$ cat config.mk
export PLATFORM = sky130hd
export DESIGN_NAME = twos_sub_sequencer
export DESIGN_NICKNAME = d
export VERILOG_FILES = /design/src/rtl/twos_sub_sequencer.sv
export SDC_FILE = /design/constraint.sdc
export NUM_CORES = 1
export LEC_CHECK = 0
export CAP_MARGIN = 0
export CORE_MARGIN = 1
export CORE_UTILIZATION = 35
export CTS_BUF_LIST = sky130_fd_sc_hd__clkbuf_4 sky130_fd_sc_hd__clkbuf_8
export CTS_CLUSTER_DIAMETER = 200
export DETAILED_ROUTE_END_ITERATION = 6
export PLACE_DENSITY = 0.7
export SLEW_MARGIN = 10
export SYNTH_ARGS = -nofsm -noshare
export SYNTH_HDL_FRONTEND = slang
export SYNTH_SLANG_ARGS = --single-unit
$ cat constraint.sdc
create_clock -name clk -period 5.4 [get_ports clk]
set_clock_uncertainty 0.15 [all_clocks]
set_input_delay 0.81 -clock clk [delete_from_list [all_inputs] [get_ports clk]]
set_output_delay 0.81 -clock clk [all_outputs]
set_load 0.03 [all_outputs]
$ cat src/rtl/twos_sub_sequencer.sv
// Purpose: sequential X - Y; negates Y through an external twos_compliment stage, then adds it to X.
// Latency: tc_ready first high at edge k+N after start at edge k -> done high in the cycle after edge k+N+2.
// Backpressure: start is accepted only while idle (busy low); requests made while busy are dropped, never queued.
module twos_sub_sequencer #(
  parameter int WIDTH   = 8,
  parameter int TIMEOUT = 16
) (
  input  logic             clk,
  input  logic             rst_n,
  input  logic             start,
  input  logic [WIDTH-1:0] X,
  input  logic [WIDTH-1:0] Y,
  output logic             busy,
  output logic             done,
  output logic [WIDTH-1:0] result,
  output logic             borrow,
  output logic             overflow,
  output logic             zero,
  output logic             error,
  output logic             tc_en,
  output logic [WIDTH-1:0] tc_A,
  input  logic             tc_ready,
  input  logic [WIDTH-1:0] tc_Output
);

  localparam int CW = (TIMEOUT > 2) ? $clog2(TIMEOUT) : 1;
  localparam logic [CW-1:0] CNT_LAST = CW'(TIMEOUT - 1);

  typedef enum logic [1:0] {
    S_IDLE,
    S_NEGATE,
    S_ADD,
    S_DONE
  } state_t;

  state_t           state, state_nx;
  logic             accept, capture, abort;
  logic [WIDTH-1:0] x_q, y_q, neg_y;
  logic [CW-1:0]    cnt;
  logic [WIDTH:0]   sum;

  // The done pulse is registered one cycle behind the DONE state; busy spans it so
  // a new start cannot slip in while the previous result is being presented.
  assign busy = (state != S_IDLE) | done;
  assign sum  = {1'b0, x_q} + {1'b0, neg_y};

  // State register.
  always_ff @(posedge clk or negedge rst_n) begin
    if (!rst_n) state <= S_IDLE;
    else        state <= state_nx;
  end

  // Next-state decode and the single-cycle control strobes for the datapath.
  always_comb begin
    state_nx = state;
    accept   = 1'b0;
    capture  = 1'b0;
    abort    = 1'b0;
    case (state)
      S_IDLE: begin
        if (start && !done) begin
          accept   = 1'b1;
          state_nx = S_NEGATE;
        end
      end
      S_NEGATE: begin
        if (tc_ready) begin
          capture  = 1'b1;
          state_nx = S_ADD;
        end else if (cnt == CNT_LAST) begin
          abort    = 1'b1;
          state_nx = S_DONE;
        end
      end
      S_ADD:   state_nx = S_DONE;
      S_DONE:  state_nx = S_IDLE;
      default: state_nx = S_IDLE;
    endcase
  end

  // Operand latching, negation handshake, timeout count and result/flag registers.
  always_ff @(posedge clk or negedge rst_n) begin
    if (!rst_n) begin
      x_q      <= '0;
      y_q      <= '0;
      neg_y    <= '0;
      cnt      <= '0;
      tc_en    <= 1'b0;
      tc_A     <= '0;
      result   <= '0;
      borrow   <= 1'b0;
      overflow <= 1'b0;
      zero     <= 1'b1;
      error    <= 1'b0;
      done     <= 1'b0;
    end else begin
      done <= (state == S_DONE);
      if (accept) begin
        x_q   <= X;
        y_q   <= Y;
        tc_A  <= Y;
        tc_en <= 1'b1;
        cnt   <= '0;
      end
      if (state == S_NEGATE) begin
        if (capture) begin
          neg_y <= tc_Output;
          tc_en <= 1'b0;
        end else if (abort) begin
          tc_en    <= 1'b0;
          error    <= 1'b1;
          result   <= '0;
          zero     <= 1'b1;
          borrow   <= 1'b0;
          overflow <= 1'b0;
        end else begin
          cnt <= cnt + 1'b1;
        end
      end
      if (state == S_ADD) begin
        result   <= sum[WIDTH-1:0];
        // Y == 0 negates to 0 and never carries, yet X - 0 never borrows.
        borrow   <= (y_q != '0) & ~sum[WIDTH];
        overflow <= (x_q[WIDTH-1] != y_q[WIDTH-1]) & (sum[WIDTH-1] != x_q[WIDTH-1]);
        zero     <= (sum[WIDTH-1:0] == '0);
        error    <= 1'b0;
      end
    end
  end

endmodule

## After elaboration in Yosys (flattened, before gate mapping)

Cells that the tools add are included.
W data, S select, Z words.

- Memories kept: 0
- Input bits: 28
- Memory bits (read-only): 0
- Bits in registers: 44
- Word-level logic and storage cells: 71
- RAM bits: 0
- Output and inout bits: 23
- Bits in latches: 0

- Multipliers: 0
- Multiplexer cells: 33
- Reductions and logical operators: 11
- Divide/modulo/power cells: 0
- Magnitude comparators: 0
- Bitwise operators: 4
- Add/sub/neg operators: 2
- Shift-type cells: 0
- Equality and inequality tests: 9

Operators by type and width:

| operator | count |
|---|---|
| $mux W8 | 4 |
| $mux W1 | 21 |
| $mux W4 | 4 |
| $add A8 B8 Y9 | 1 |
| $logic_not A8 Y1 | 1 |
| $pmux W2 S4 | 1 |
| $reduce_bool A8 Y1 | 1 |
| $mux W2 | 3 |
| $reduce_bool A2 Y1 | 3 |
| $add A4 B1 Y4 const B | 1 |
| $eq A2 B2 Y1 const B | 2 |
| $eq A4 B4 Y1 const B | 1 |
| $reduce_and A2 Y1 | 2 |
| $ne A3 B3 Y1 const B | 1 |
| $reduce_and A3 Y1 | 1 |
| $and A1 B1 Y1 | 2 |
| $eq A2 B1 Y1 const B | 1 |
| $logic_not A2 Y1 | 1 |
| $ne A1 B1 Y1 | 2 |
| $ne A2 B1 Y1 const B | 1 |
| $ne A2 B2 Y1 const B | 1 |
| $logic_and A1 B1 Y1 | 1 |
| $logic_not A1 Y1 | 1 |
| $not A1 Y1 | 1 |
| $or A1 B1 Y1 | 1 |

## Logic depth before layout (Yosys ltp)

Gate-level depths: netlist of run 1.

- Word-level depth: 8
- Depth in mapped cells: 8
- Gate-level depth less buffers: 7

## Worst setup path after synthesis of run 1

No wires, ideal clock.

- Kind: reg2reg
- From: reg x_q[0]
- To: reg zero
- Arrival time: 1864 ps
- Path slack: 3308 ps
- Setup time: 79 ps
- Stages on the path, launching flop included: 8
- Cell sequence: dfrtp_1 > ha_1 > fa_1 > a211o_1 > o211ai_1 > a21oi_1 > a211o_1 > a41o_1

- Cells in the longest elaborated chain, start to end: 3

Ends and longest elaborated chain:

| item | line | source |
|---|---|---|
| start, declared | 38 | `logic [WIDTH-1:0] x_q, y_q, neg_y;` |
| start signal, assigned | 84 | `x_q <= '0;` |
| start signal, assigned | 99 | `x_q <= X;` |
| $add A8 B8 Y9 | 45 | `assign sum = {1'b0, x_q} + {1'b0, neg_y};` |
| $logic_not A8 Y1 | 125 | `zero <= (sum[WIDTH-1:0] == '0);` |
| $mux W1 | 120 | `if (state == S_ADD) begin` |
| end signal, assigned | 125 |  |
| end, declared | 18 | `output logic zero,` |

Every way passes these cells.
A chain may end at the register's enable or synchronous reset.

## Worst setup path in the final report of run 1

- From: reg state[0]
- To: out busy

- Cells in the longest elaborated chain, start to end: 2

Ends and longest elaborated chain:

| item | line | source |
|---|---|---|
| start, declared | 36 | `state_t state, state_nx;` |
| start signal, assigned | 50 | `else state <= state_nx;` |
| $reduce_bool A2 Y1 | 44 | `assign busy = (state != S_IDLE) \| done;` |
| $or A1 B1 Y1 | 44 |  |
| end, declared | 13 | `output logic busy,` |

Every way passes these cells.

==> results of run 1 <==
## layout by cell type (no fill, tap or decap), types with 2 or more instances in the layout
master / count
a21o_1: 2
nand3_1: 4
o21ai_1: 3
o211ai_1: 2
nor2_1: 2
xor2_1: 4
a21oi_1: 8
nand3b_1: 3
clkdlybuf4s50_1: 49
ha_1: 13
nor4_1: 4
nand2b_1: 4
nor2b_1: 3
mux2_2: 24
dfrtp_1: 43
inv_1: 5
nor3_1: 3
clkbuf_8: 5
a211o_1: 2
nand2_1: 20
o21ai_0: 12
## state kept, by name (all words and copies together) (netlist names), 2 cells and up
name,count
neg_y,8
state,2
cnt,4
y_q,8
result,8
x_q,8
## through the flow
step | util [%] | setup WS (ps) | instances
6_report | 48.0 | 2620 | 315
5_1_grt | 48.0 | 2520 | 315
4_1_cts | 48.0 | 2600 | 315
3_5_place_dp | 46.1 | 2510 | 307
3_3_place_gp | 46.1 | 2530 | 307
2_1_floorplan | - | 3310 | 185
## power groups by stage
stage / registers, mW / clock network (mW) / logic [mW]
floorplan: 0.749 / 0 / 0.632
global placement: 0.615 / 0 / 1.09
detailed placement: 0.620 / 0 / 1.11
CTS: 0.614 / 0.262 / 1.11
global route: 0.637 / 0.275 / 1.21
finish: 0.611 / 0.252 / 1.10
## area by class of cell
| class | instances | area, um2 |
|---|---|---|
| Fill cell | 563 | 3100 |
| Sequential cell | 44 | 1100 |
| Multi-Input combinational cell | 133 | 1040 |
| Timing Repair Buffer | 50 | 495 |
| Tap cell | 75 | 93.8 |
| Clock buffer | 6 | 76.3 |
| Clock inverter | 2 | 35.0 |
| Inverter | 5 | 18.8 |
## worst min path at each step
stage                                  to  slack [ps]  depth (start not counted)
floorplan            neg_y[0]$_DFFE_PN0P_         330                          1
finish              result[0]$_DFFE_PN0P_         330                          2
CTS                 result[1]$_DFFE_PN0P_         330                          2
global route        result[2]$_DFFE_PN0P_         350                          2
detailed placement  result[1]$_DFFE_PN0P_         310                          2
global placement    result[1]$_DFFE_PN0P_         300                          2
## logic make-up after synthesis
group,count (synthesis),synth area share (%)
AOI/OAI and AO/OA,40,11.9
xor gates and xnor gates,5,2.02
adders and majority gates,14,8.41
buffers and inverters,8,1.50
DFF,44,50.7
muxes,26,13.6
and+or+nand+nor,48,11.8
## layer usage
| layer | routed length (um) | share of wire, % | vias to the layer above |
|---|---|---|---|
| met4 | 46 | 1.1 | 0 |
| met3 | 276 | 6.5 | 5 |
| met2 | 1950 | 46 | 49 |
| li1 | - | - | 774 |
| met5 | 0 | 0 | - |
| met1 | 2010 | 47 | 731 |
## worst max-delay path, cell delays in order, from the launching register on
cell             delay [ps]
dfrtp_1                 450
inv_1                    90
ha_1                    240
nand2b_1                 80
clkdlybuf4s50_1         660
==> results by group, run 1 <==
Timing
  • Total Neg Setup Slack: 0 ps
  • Slew Limit Fails: 0
  • Final period util: about half
  • RSZ-0062 raised after global routing: false
  • Fmax: around 0.36 GHz
  • Final Hold Fails: 0
  • Setup violations, final: 0
  • Worst-margin pin slew: between 1000 and 1500 ps
  • Post-layout min period: 2780 ps
  • Worst hold slack: between 300 and 400 ps
  • Slew HR: a little under a third

Setup path
  • FF-to-FF path depth: 4
  • Startpoint types: register
  • R2R setup slack: 3100 ps
  • R2r startpoint: state[0]$_DFFE_PN0P_
  • Crit. End Element: output port
  • Critical Path Sink: busy
  • Arr. time, crit path: about 1800 ps
  • Critical path required time: about 4400 ps
  • R2R Path End: x_q[1]$_DFFE_PN0P_
  • CP startpoint: state[0]$_DFFE_PN0P_
  • Crit path max fanout: 6
  • CP Class: reg2out

Yosys
  • Asr flop ratio synth: 100%
  • Top cell type's share of synthesized area: about half
  • EDFF count, synth: 0
  • Ys flop type: dfrtp_1
  • Most numerous cell in the Yosys netlist: dfrtp_1
  • Unique masters post-synth: 42
  • Synth area leaders: dfrtp_1 50%, mux2_2 12%, ha_1 7.5%
  • Synth top cells by count: 43 x dfrtp_1, 24 x mux2_2, 20 x nand2_1
  • Post-synth top area cell: dfrtp_1
  • Synth Area per Inst: 11.7 um2
  • Post-synthesis cell count: 185
  • Post-Syn Nets: approximately 230
  • Mapped Area: ~0.0022 mm2
  • Synth warn: 0
  • #FFs+latches synth: 44
  • Seq/Total Area, Yosys: about half

Power
  • Leak Pwr: around 1.2 nW
  • Switching part of the total: around two fifths
  • Pwr/cell area: ~690 mW/mm2
  • Logic gate share of total power: 56.1%
  • Design Power: between 1.5 and 2 mW
  • Worst vdd rail ir drop: ~300 uV
  • Reg power frac: between 30% and 40%
  • Internal power: between 1 and 1.5 mW
  • Clock power frac: roughly an eighth
  • Switch Pwr: around 0.82 mW

CTS
  • Clock Tree Buf Depth: 2
  • Reg clk slew, reported paths: 80 ps
  • CTS H-tree lvls: 2
  • Clk_lat worst skew: approximately 300 ps
  • Post-CTS Hold Buffers: 0
  • CTS sink cnt: 44
  • Clock Tree Root: clkbuf_8
  • CTS tree: built
  • TritonCTS Buffers: 5
  • Resized cells post-CTS: 0
  • Post-CTS Setup Bufs: 0

Place
  • PortBufs: 50
  • Final Wtd Congestion: about 0.80
  • Dpl hpwl: ~3200 um
  • Dpl cell area: around 0.0027 mm2

Route
  • DR pass1 iterations: 4
  • Routed WL per cell: 13.6 um
  • Vias post-DR: about 1,600
  • Routed Antenna Nets: 0
  • Detailed Route WL: between 4000 and 5000 um
  • Via/cell ratio: ~5
  • DRC Markers: 0
  • Number of DRC markers in iteration 0: 66

Floorplanning
  • Die Height: 80.8 um
  • Core Footprint: roughly 0.006 mm2
  • Die X: around 80 um
  • Die area: about 0.0065 mm2
  • # IOs: around 50
  • Initial core utilization: approximately 36%
  • Cell row count: 28

Status
  • Status: finished, final reports clean

Global routing
  • Vias in the first global route: 1,518
  • Grt total ovfl: 0
  • Antenna violations before repair: 0
  • First-pass GRT wire length: around 7100 um
  • Gr busiest metal: met2
  • Largest net degree at the start of global routing: 45
  • GRT met1 Usage: between 10% and 20%
  • Met2 GRT Util: between 20% and 30%
  • Met3 Usage GRT: under 10%
  • GRT Resource Usage Total: ~14%

Final layout
  • Layout cell share with drive strength beyond 1: roughly 17%
  • Post-route cell area: between 0.002 and 0.003 mm2
  • Area Overhead vs Synth: 31.6%
  • # diodes: 0
  • Fin nets: about 280

Min path
  • Class of the worst hold path: reg2reg
  • Hold path startpoint: result[0]$_DFFE_PN0P_

Flow run
  • Number of max-cap violations: 0
(Power assumes the default switching activity.)
==> run 2, diff against run 1 <==
==> constraint.sdc (replaced) <==
create_clock -name clk -period 2.9 [get_ports clk]
set_clock_uncertainty 0.15 [all_clocks]
set_input_delay 0.435 -clock clk [delete_from_list [all_inputs] [get_ports clk]]
set_output_delay 0.435 -clock clk [all_outputs]
set_load 0.03 [all_outputs]
==> run 2 against run 1 <==
Core utilization rose by 0.38 points. Hold slack worse by 170 ps. Critical path depth did not move. Via count is 1.7% higher. Combinational power grew 89%. Sequential share of layout area shrank 0.30 points. First-iteration DRC count grew 30%. Clock-buffer cell count increased by 1.
==> results by group, run 2 (same netlist as run 1, synthesis figures left out) <==
Setup path
  • Crit path max fanout: 6 (unchanged)
  • Crit. End Element: output port
  • Critical path required time: 2320 ps (-2120 ps)
  • Arr. time, crit path: 1850 ps (+30 ps)
  • Startpoint types: register
  • FF-to-FF path depth: 7 (+3)
  • CP Class: reg2out

Final layout
  • Most common cell after layout, fill and taps aside: clkdlybuf4s50_1
  • Final core utilization: 48.4% (+0.38 points)
  • # diodes: 0 (unchanged)
  • Most frequent cells in the layout: 49 x clkdlybuf4s50_1, 43 x dfrtp_1, 24 x mux2_2, 20 x nand2_1, 13 x ha_1
  • Final std cells w/o fill: 316 (+0.32%)
  • Layout cell share with drive strength beyond 1: 17.0% (+0.35 points)
  • Area Overhead vs Synth: 32.7%
  • Fin nets: 282 (+0.36%)

Timing
  • Worst-margin pin slew: 975 ps (-46.3 ps)
  • Post-layout min period: around 2400 ps
  • Setup violations, final: 0 (unchanged)
  • Final Hold Fails: 0 (unchanged)
  • Slew Limit Fails: 0 (unchanged)
  • RSZ-0062 raised after global routing: false
  • Slew HR: 35.0% (+3.3 points)
  • Fmax: approximately 0.41 GHz
  • Final period util: 83.9%
  • Total Neg Setup Slack: 0 ps (unchanged)

CTS
  • TritonCTS Buffers: 5 (unchanged)
  • Post-CTS Setup Bufs: 0 (unchanged)
  • Resized cells post-CTS: 0 (unchanged)
  • CTS tree: built
  • Post-CTS Hold Buffers: 0 (unchanged)
  • Clock Tree Buf Depth: 2 (unchanged)
  • Clock Tree Root: clkbuf_8
  • CTS H-tree lvls: 2 (unchanged)
  • CTS sink cnt: 44 (unchanged)
  • Clk_lat worst skew: 290 ps (about the same)
  • Reg clk slew, reported paths: 80 ps (about the same)

Route
  • DR pass1 iterations: 4 (unchanged)
  • Routed Antenna Nets: 0 (unchanged)
  • Via/cell ratio: 5.02 (+1.3%)
  • DRC Markers: 0 (unchanged)
  • Detailed Route WL: 4380 um (+2.3%)
  • Vias post-DR: 1,585 (+1.7%)
  • Routed WL per cell: 13.8 um (+2.0%)
  • Number of DRC markers in iteration 0: 86 (+30%)

Global routing
  • First-pass GRT wire length: 7340 um (+3.0%)
  • Grt total ovfl: 0 (unchanged)
  • GRT Resource Usage Total: 15.0% (+0.55 points)
  • Largest net degree at the start of global routing: 45 (unchanged)
  • Antenna violations before repair: 0 (unchanged)
  • Vias in the first global route: 1,553 (+2.3%)

Min path
  • Class of the worst hold path: in2async

Floorplanning
  • Initial core utilization: 36.5% (unchanged)
  • Die Height: 80.8 um (unchanged)
  • # IOs: 51 (unchanged)
  • Core Footprint: 0.00596 mm2 (unchanged)
  • Die X: 80.8 um (unchanged)
  • Cell row count: 28 (unchanged)
  • Die area: 0.00652 mm2 (unchanged)

Power
  • Leak Pwr: 1.25 nW (+0.82%)
  • Pwr/cell area: 1290 mW/mm2 (+88%)
  • Design Power: 3.72 mW (+89%)
  • Worst vdd rail ir drop: 569 uV (+92%)

Flow run
  • Number of max-cap violations: 0 (unchanged)

Place
  • Dpl hpwl: 3310 um (+4.6%)
  • Cell Count Post-Placement: 308 (+0.33%)
  • PortBufs: 50 (unchanged)
  • Final Wtd Congestion: 0.830 (+4.1%)

Status
  • Status: finished, final reports clean
run 2: cell count changes in the layout (fill, tap and decap cells not counted):
cell	previous run	this run
buf_4	0	1
clkbuf_4	1	0
clkbuf_8	5	7
clkinv_2	1	0
run 2: layout make-up:
cell class | count | area [um2]
clock buffer | 7 | 96.3
fill | 557 | 3070
inverter | 5 | 18.8
timing repair buffer | 51 | 503
clock inverter | 1 | 30.0
sequential | 44 | 1100
tap | 75 | 93.8
multi-input combinational | 133 | 1040
run 2: worst paths after layout:
| kind | from | end | slack, ps |
|---|---|---|---|
| hold reg to reg | result[2]$_DFFE_PN0P_ | result[2]$_DFFE_PN0P_ | 330 |
| min in group clk | result[2]$_DFFE_PN0P_ | result[2]$_DFFE_PN0P_ | 330 |
| setup reg to reg | x_q[0]$_DFFE_PN0P_ | zero$_DFFE_PN1P_ | 660 |
| max in group asynchronous | rst_n | borrow$_DFFE_PN0P_ | 1850 |
| hold / removal | rst_n | result[0]$_DFFE_PN0P_ | 150 |
| setup / recovery | state[0]$_DFFE_PN0P_ | busy | 470 |
run 2: power breakdown:
part,internal (mW),leakage [nW],switching [mW]
Combinational,0.950,0.655,1.13
Sequential,0.921,0.533,0.221
Clock,0.304,0.0645,0.198
run 2: routing by layer:
layer	vias up	wire length [um]	track usage (%)
met3	8	238	4.16
li1	783	-	-
met5	-	0	0
met1	754	2090	20.0
met2	40	1980	23.6
met4	0	61	4.82
run 2: critical path, stage by stage, from the launching register on:
cell and delay, ps:
dfrtp_1 450, inv_1 100, ha_1 260, nand2b_1 90
clkdlybuf4s50_1 660
run 2: stage by stage:
step / setup WS [ps] / hold WS, ps / area [um2]
2_1_floorplan: 808 / -10.6 / 2170
4_1_cts: 455 / 174 / 2880
6_report: 466 / 155 / 2880
3_5_place_dp: 710 / 313 / 2760
3_3_place_gp: 745 / 308 / 2760
5_1_grt: 345 / 217 / 2880
